$ cat config.mk
export PLATFORM = sky130hd
export DESIGN_NAME = regfile_dump_reader
export DESIGN_NICKNAME = d
export VERILOG_FILES = /design/src/rtl/regfile_dump_reader_pkg.sv /design/src/rtl/regfile_dump_reader.sv
export SDC_FILE = /design/constraint.sdc
export NUM_CORES = 1
export LEC_CHECK = 0
export BUFFER_PORTS_ARGS = -buffer_cell sky130_fd_sc_hd__buf_2
export CAP_MARGIN = 20
export CORE_ASPECT_RATIO = 1.75
export CORE_MARGIN = 2
export CORE_UTILIZATION = 52
export CTS_CLUSTER_DIAMETER = 40
export DETAILED_ROUTE_END_ITERATION = 8
export PLACE_DENSITY_LB_ADDON = 0.12
export SLEW_MARGIN = 20
export SYNTH_ARGS = -nofsm -noshare
export SYNTH_HDL_FRONTEND = slang
export SYNTH_SLANG_ARGS = --single-unit
$ cat constraint.sdc
create_clock -name clk -period 5.2 [get_ports clk]
set_clock_uncertainty 0.05 [all_clocks]
set_input_delay 0.26 -clock clk [delete_from_list [all_inputs] [get_ports clk]]
set_output_delay 0.26 -clock clk [all_outputs]
set_load 0.005 [all_outputs]
$ cat src/rtl/regfile_dump_reader_pkg.sv
// Shared types and width defaults for the register-file dump reader.
// Widths track the core register file so both sides agree.
package regfile_dump_reader_pkg;

    localparam int RF_DATA_W = 32;
    localparam int RF_ADDR_W = 5;

    typedef enum logic [1:0] {
        ST_IDLE = 2'd0,
        ST_READ = 2'd1,
        ST_SEND = 2'd2,
        ST_DONE = 2'd3
    } state_e;

endpackage

$ cat src/rtl/regfile_dump_reader.sv
// Walks a register index range through a spare read port and streams
// each captured word with its index over a valid/ready interface.
module regfile_dump_reader
    import regfile_dump_reader_pkg::*;
#(
    parameter int DATA_W  = RF_DATA_W,
    parameter int ADDR_W  = RF_ADDR_W,
    parameter int ZERO_X0 = 1
) (
    input  logic              clk,
    input  logic              rst,
    input  logic              start,
    input  logic              abort,
    input  logic [ADDR_W-1:0] first_idx,
    input  logic [ADDR_W-1:0] last_idx,
    output logic [ADDR_W-1:0] rf_addr,
    input  logic [DATA_W-1:0] rf_rdata,
    output logic              dump_valid,
    input  logic              dump_ready,
    output logic [ADDR_W-1:0] dump_idx,
    output logic [DATA_W-1:0] dump_data,
    output logic              dump_last,
    output logic              busy,
    output logic              done,
    output logic              cfg_err
);

    state_e            state;
    logic [ADDR_W-1:0] idx;
    logic [ADDR_W-1:0] last_q;
    logic              is_x0;

    // Address comes straight from a flop so the read port sees a stable index.
    assign rf_addr = idx;
    assign busy    = (state == ST_READ) || (state == ST_SEND);
    assign done    = (state == ST_DONE);
    assign is_x0   = (ZERO_X0 != 0) && (idx == '0);

    always_ff @(posedge clk or posedge rst) begin
        if (rst) begin
            state      <= ST_IDLE;
            idx        <= '0;
            last_q     <= '0;
            dump_idx   <= '0;
            dump_data  <= '0;
            dump_valid <= 1'b0;
            dump_last  <= 1'b0;
            cfg_err    <= 1'b0;
        end else begin
            cfg_err <= 1'b0;
            unique case (state)
                ST_IDLE: begin
                    if (start) begin
                        if (first_idx <= last_idx) begin
                            idx    <= first_idx;
                            last_q <= last_idx;
                            state  <= ST_READ;
                        end else begin
                            cfg_err <= 1'b1;
                        end
                    end
                end
                ST_READ: begin
                    if (abort) begin
                        dump_valid <= 1'b0;
                        state      <= ST_IDLE;
                    end else begin
                        dump_data  <= is_x0 ? '0 : rf_rdata;
                        dump_idx   <= idx;
                        dump_last  <= (idx == last_q);
                        dump_valid <= 1'b1;
                        state      <= ST_SEND;
                    end
                end
                ST_SEND: begin
                    // Abort wins over a same-cycle handshake.
                    if (abort) begin
                        dump_valid <= 1'b0;
                        state      <= ST_IDLE;
                    end else if (dump_ready) begin
                        dump_valid <= 1'b0;
                        if (idx == last_q) begin
                            state <= ST_DONE;
                        end else begin
                            idx   <= idx + 1'b1;
                            state <= ST_READ;
                        end
                    end
                end
                ST_DONE: begin
                    state <= ST_IDLE;
                end
                default: begin
                    state <= ST_IDLE;
                end
            endcase
        end
    end

endmodule

# ---- After elaboration in Yosys (flattened, before gate mapping)
# Cells that the tools add are included.
dict set report totals {
  ff_bits 52
  latchBits 0
  ram_bits 0
  rom_bits 0
  in_bits 47
  output_inout_bits 47
  wordCells 52
  n_memories 0
}
dict set report classes {
  addsub 1
  mul 0
  div_mod_pow 0
  order_cmp 1
  n_eq_ne 10
  n_shift 0
  muxes 21
  bitwise 1
  reduce_logical 10
}
# cell n
set op_table {}
lappend op_table {{$mux 32} 1}
lappend op_table {{$mux 5} 5}
lappend op_table {{$mux 2} 6}
lappend op_table {{$ne 2x2->1 const B} 5}
lappend op_table {{$pmux 5 s2} 1}
lappend op_table {{$pmux 2 s4} 1}
lappend op_table {{$mux 1} 6}
lappend op_table {{$reduce_and 3->1} 2}
lappend op_table {{$reduce_and 6->1} 1}
lappend op_table {{$add 5x1->5 const B} 1}
lappend op_table {{$eq 5x5->1} 1}
lappend op_table {{$le 5x5->1} 1}
lappend op_table {{$logic_not 5->1} 1}
lappend op_table {{$eq 2x2->1 const B} 2}
lappend op_table {{$reduce_and 2->1} 2}
lappend op_table {{$reduce_bool 2->1} 2}
lappend op_table {{$ne 3x3->1 const B} 1}
lappend op_table {{$eq 2x1->1 const B} 1}
lappend op_table {{$logic_not 2->1} 1}
lappend op_table {{$pmux 1 s2} 1}
lappend op_table {{$logic_or 1x1->1} 1}
lappend op_table {{$not 1->1} 1}

# ---- Longest topological paths before layout
dict set report logic_depth {
  ltp_word 5
  depth_mapped 7
  depth_no_buf 7
}

# ---- Least setup slack after synthesis
# OpenSTA, ideal clock, no wires.
dict set report synth_path {
  path_type {in2reg}
  start {input port last_idx[4]}
  end {register state[1]}
  setup_time_ns 0.125
  arrival_ns 1.566
  required_ns 5.025
  path_slack_ns 3.459
  path_stages 7
  n_path_buf 0
  cell_sequence {inv_1 -> ha_1 -> a21oi_1 -> nand2_1 -> o221ai_2 -> o31a_4 -> mux2_4}
}
dict set report synth_via {
  elab_chain_cells 3
}
# item line_no
set synth_rtl {}
lappend synth_rtl {{start, declared} regfile_dump_reader.sv:15} ;# input logic [ADDR_W-1:0] last_idx,
lappend synth_rtl {{$le 5x5->1} regfile_dump_reader.sv:54} ;# if (first_idx <= last_idx) begin
lappend synth_rtl {{$ne 2x2->1 (no source line)} -}
lappend synth_rtl {{$reduce_and 3->1 (no source line)} -}
lappend synth_rtl {{end signal, assigned} regfile_dump_reader.sv:57} ;# state <= ST_READ;
lappend synth_rtl {{end signal, assigned} regfile_dump_reader.sv:66} ;# state <= ST_IDLE;
lappend synth_rtl {{end signal, assigned} regfile_dump_reader.sv:72} ;# state <= ST_SEND;
lappend synth_rtl {{end, declared} regfile_dump_reader.sv:28} ;# state_e state;
# Every way passes these cells.
# A chain may end at the register's enable or synchronous reset.

# ---- Worst setup path after layout
dict set report layout_path {
  start {register state[0]}
  end {register idx[0], in the netlist rf_addr[0]}
}
dict set report layout_via {
  elab_chain_cells 3
  word_cells_on_any_way 10
  classes_between {eq/ne (6); mux (1); reduce/logical (3)}
}
# item line_no
set layout_rtl {}
lappend layout_rtl {{start signal, assigned} regfile_dump_reader.sv:41} ;# state <= ST_IDLE;
lappend layout_rtl {{start signal, assigned} regfile_dump_reader.sv:57}
lappend layout_rtl {{start signal, assigned} regfile_dump_reader.sv:66}
lappend layout_rtl {{$eq 2x2->1 or $logic_not 2->1 (tied branches)} regfile_dump_reader.sv:51} ;# unique case (state)
lappend layout_rtl {{$ne 2x2->1 (no source line) or $reduce_bool 2->1 (tied branches)} -}
lappend layout_rtl {{$reduce_and 6->1 (no source line)} -}
lappend layout_rtl {{end signal, assigned} regfile_dump_reader.sv:55} ;# idx <= first_idx;
lappend layout_rtl {{end signal, assigned} regfile_dump_reader.sv:85} ;# idx <= idx + 1'b1;
lappend layout_rtl {{end, declared} regfile_dump_reader.sv:29} ;# logic [ADDR_W-1:0] idx;
# Several ways; a longest one is shown, not always the timed one.

==> impl_results.md <==
- Post-DR wirelength/cell: between 15 and 20 um
- Width of the chip: 55.2 um
- ANT nets after route: 0
- Total wire length: 5520 um
- Startpoint type of the worst setup path: flip-flop
- GR Util met3: 4.47%
- Tcrit/Tclk final: 41.9%
- Longest Clk Path Bufs: 2
- Final Slew Violations: 0
- Lkg Pwr: around 1.5 nW
- Status: finished clean
- First-pass GRT wire length: around 8500 um
- Initial DRC Count: 57
- Area contributors post-synth: dfrtp_1 (55%), a22o_1 (13%), ha_1 (6.3%)
- Tightest Pin Transition: 856 ps
- Ys async rst share: 100%
- Post-Syn Instances: just under 200
- Routed vias: ~1,900
- Max Clock Freq: between 400 and 500 MHz
- GRT Max-Usage Layer: met2
- Port bufs: 93
- Post-layout min period: ~2200 ps
- FP Rows: 32
- Total track usage: 22.8%
- Die area: 5160 sq um
- Syn avg cell area: 12.2 sq um
- CP Data Arrival Time: 2310 ps
- Initial Util: 54.1%
- Height of the die: 93.5 um
- Sw Pwr: approximately 620 uW
- Most common cell after layout, fill and taps aside: buf_2
- Pwr dens: 583 nW/um^2
- Power share of the combinational group: between 40% and 50%
- Commonest non-fill, non-tap cells in the layout: buf_2 (93), dfrtp_1 (52), a22o_1 (34)
- Commonest register cell after synthesis: dfrtp_1
- Post-synth EDFFs: 0
- CTS root buf: clkbuf_8
- Remaining Overflow, GRT: 0
- Min-delay worst type: input pin to async pin
- CTS Buf Count: 5
- Met2 usage: 41.1%
- Endpoints failing setup: 0
- Setup CP Type: flip-flop to flip-flop
- Top cell type's share of synthesized area: 54.7%
- Synth area leader: dfrtp_1
- Clock insertion delay at the later pin of the skew report: approximately 300 ps
- CTS tree: built
- Htree depth: 2
- Placer Congestion: 0.897
- Critical path endpoint category: flip-flop
- Drt pass-1 iters: 4
- Endpoints failing hold: 0
- Diodes inserted: 0
- Final core occ: 68.0%
- Maximum vdd ir drop: slightly below 400 uV
- Synthesized net count: 254
- Worst slew margin: between 40% and 50%
- Critical Path Fanout Max: 14
- Mapped Area: 2380 sq um
- Vias in the first global route: 1,853
- RSZ-0062 raised after global routing: no
- Clk sink count: between 50 and 60
- Setup TNS: 0 ps
- Total Nets Final: 345
- Antenna violations before repair: 0
- Residual DRC: 0
- Synth unique cells: 32
- Internal: 1.12 mW
- Placed wire-length estimate: 4120 um
- Hold slack: between 40 and 50 ps
- Clock transition at the registers of the reported paths: around 100 ps
- Share of layout cells above drive strength 1: around 41%
- Yosys reg bits: 52
- CTS resizes: 0
- Worst Path Required: around 5300 ps
- Vias per cell: 5.56
- Net Sw Frac: 35.7%
- Layout area overhead: 25.9%
- Met1 GRT Util: around a quarter
- Seq/Total Area, Yosys: between 50% and 60%
- Largest net degree at the start of global routing: 53
- # hold bufs at CTS: 0
- Register share of total power: 41.7%
- Post-CTS Setup Repair Bufs: 0
- Max cap viols: 0
- Clock network fraction of total power: ~16%
- Synth Warn #: 0
- Io pins: 94
- Core area: around 4400 sq um
[power by group through the flow]
| stage | Clock [mW] | Sequential (mW) | Combinational [mW] |
|---|---|---|---|
| 2_1_floorplan | 0 | 0.728 | 0.450 |
| 3_3_place_gp | 0 | 0.732 | 0.717 |
| 3_5_place_dp | 0 | 0.739 | 0.737 |
| 4_1_cts | 0.293 | 0.731 | 0.744 |
| 5_1_grt | 0.311 | 0.759 | 0.814 |
| 6_report | 0.287 | 0.730 | 0.731 |
[per-layer routing]
metal  vias up  wire (um)
met5         -          0
met4         0        128
met3        10        350
met2        71       3020
met1       914       2020
li1        885          -
[state kept, by name (all words and copies together), names as in the netlist]
register,count
state,2
dump_valid,1
cfg_err,1
dump_data,32
dump_last,1
last_q,5
rf_addr,5
dump_idx,5
[area by class of cell]
class | instances | area (sq um)
inverters | 12 | 46.3
repair buffers | 94 | 473
clock inverters | 2 | 38.8
well taps | 51 | 63.8
flip-flops and latches | 52 | 1300
multi-input cells | 121 | 991
fillers | 372 | 1410
clock buffers | 6 | 82.6
[cell usage after synthesis (4+ instances only)]
cell / instances
dfrtp_1: 52
a22o_1: 34
ha_1: 12
inv_1: 12
nand2_1: 11
a21oi_1: 8
nor2_1: 8
nand3_1: 6
buf_2: 5
mux2_2: 5
o21ai_0: 5
xor2_1: 5
clkbuf_1: 4
[cells by family (layout without fill, tap and decap cells)]
kind of cell,after synthesis,in the layout,synth area share (%)
AO/OA/AOI/OAI,60,60,20.6
flip-flops,52,52,54.7
AND/OR/NAND/NOR,33,33,7.30
buffers and inverters,22,114,4.05
adder cells (fa/ha/maj),12,12,6.31
multiplexers,11,11,5.25
XOR/XNOR,5,5,1.84
[final timing paths]
check / start / to / slack [ps] / cells past startpoint
setup / recovery: state[0] / rf_addr[0] / 3020 / 6
hold / removal: rst / dump_data[31] / 50 / 2
setup reg to reg: state[0] / rf_addr[0] / 3020 / 6
hold reg to reg: dump_data[6] / dump_data[6] / 450 / 1
max in group asynchronous: rst / cfg_err / 4550 / 2
min in group clk: rf_rdata[31] / dump_data[31] / 110 / 2
[metrics by stage]
step                      setup WS, ps  instances  power (mW)  instance area, sq um
after floorplan                   3460        195        1.18                  2380
after global placement            2900        330        1.45                  2870
after detailed placement          3060        330        1.48                  2870
after CTS                         3020        338        1.77                  3000
after global routing              2910        338        1.88                  3000
final                             3020        338        1.75                  3000
[worst max-delay path: stages (launching register included)]
cell	delay [ps]
dfrtp_1	420
inv_1	120
ha_1	520
mux2i_1	380
a31oi_4	90
and2_4	240
a22o_1	240
No activity file was read; power rests on OpenSTA's default activity.
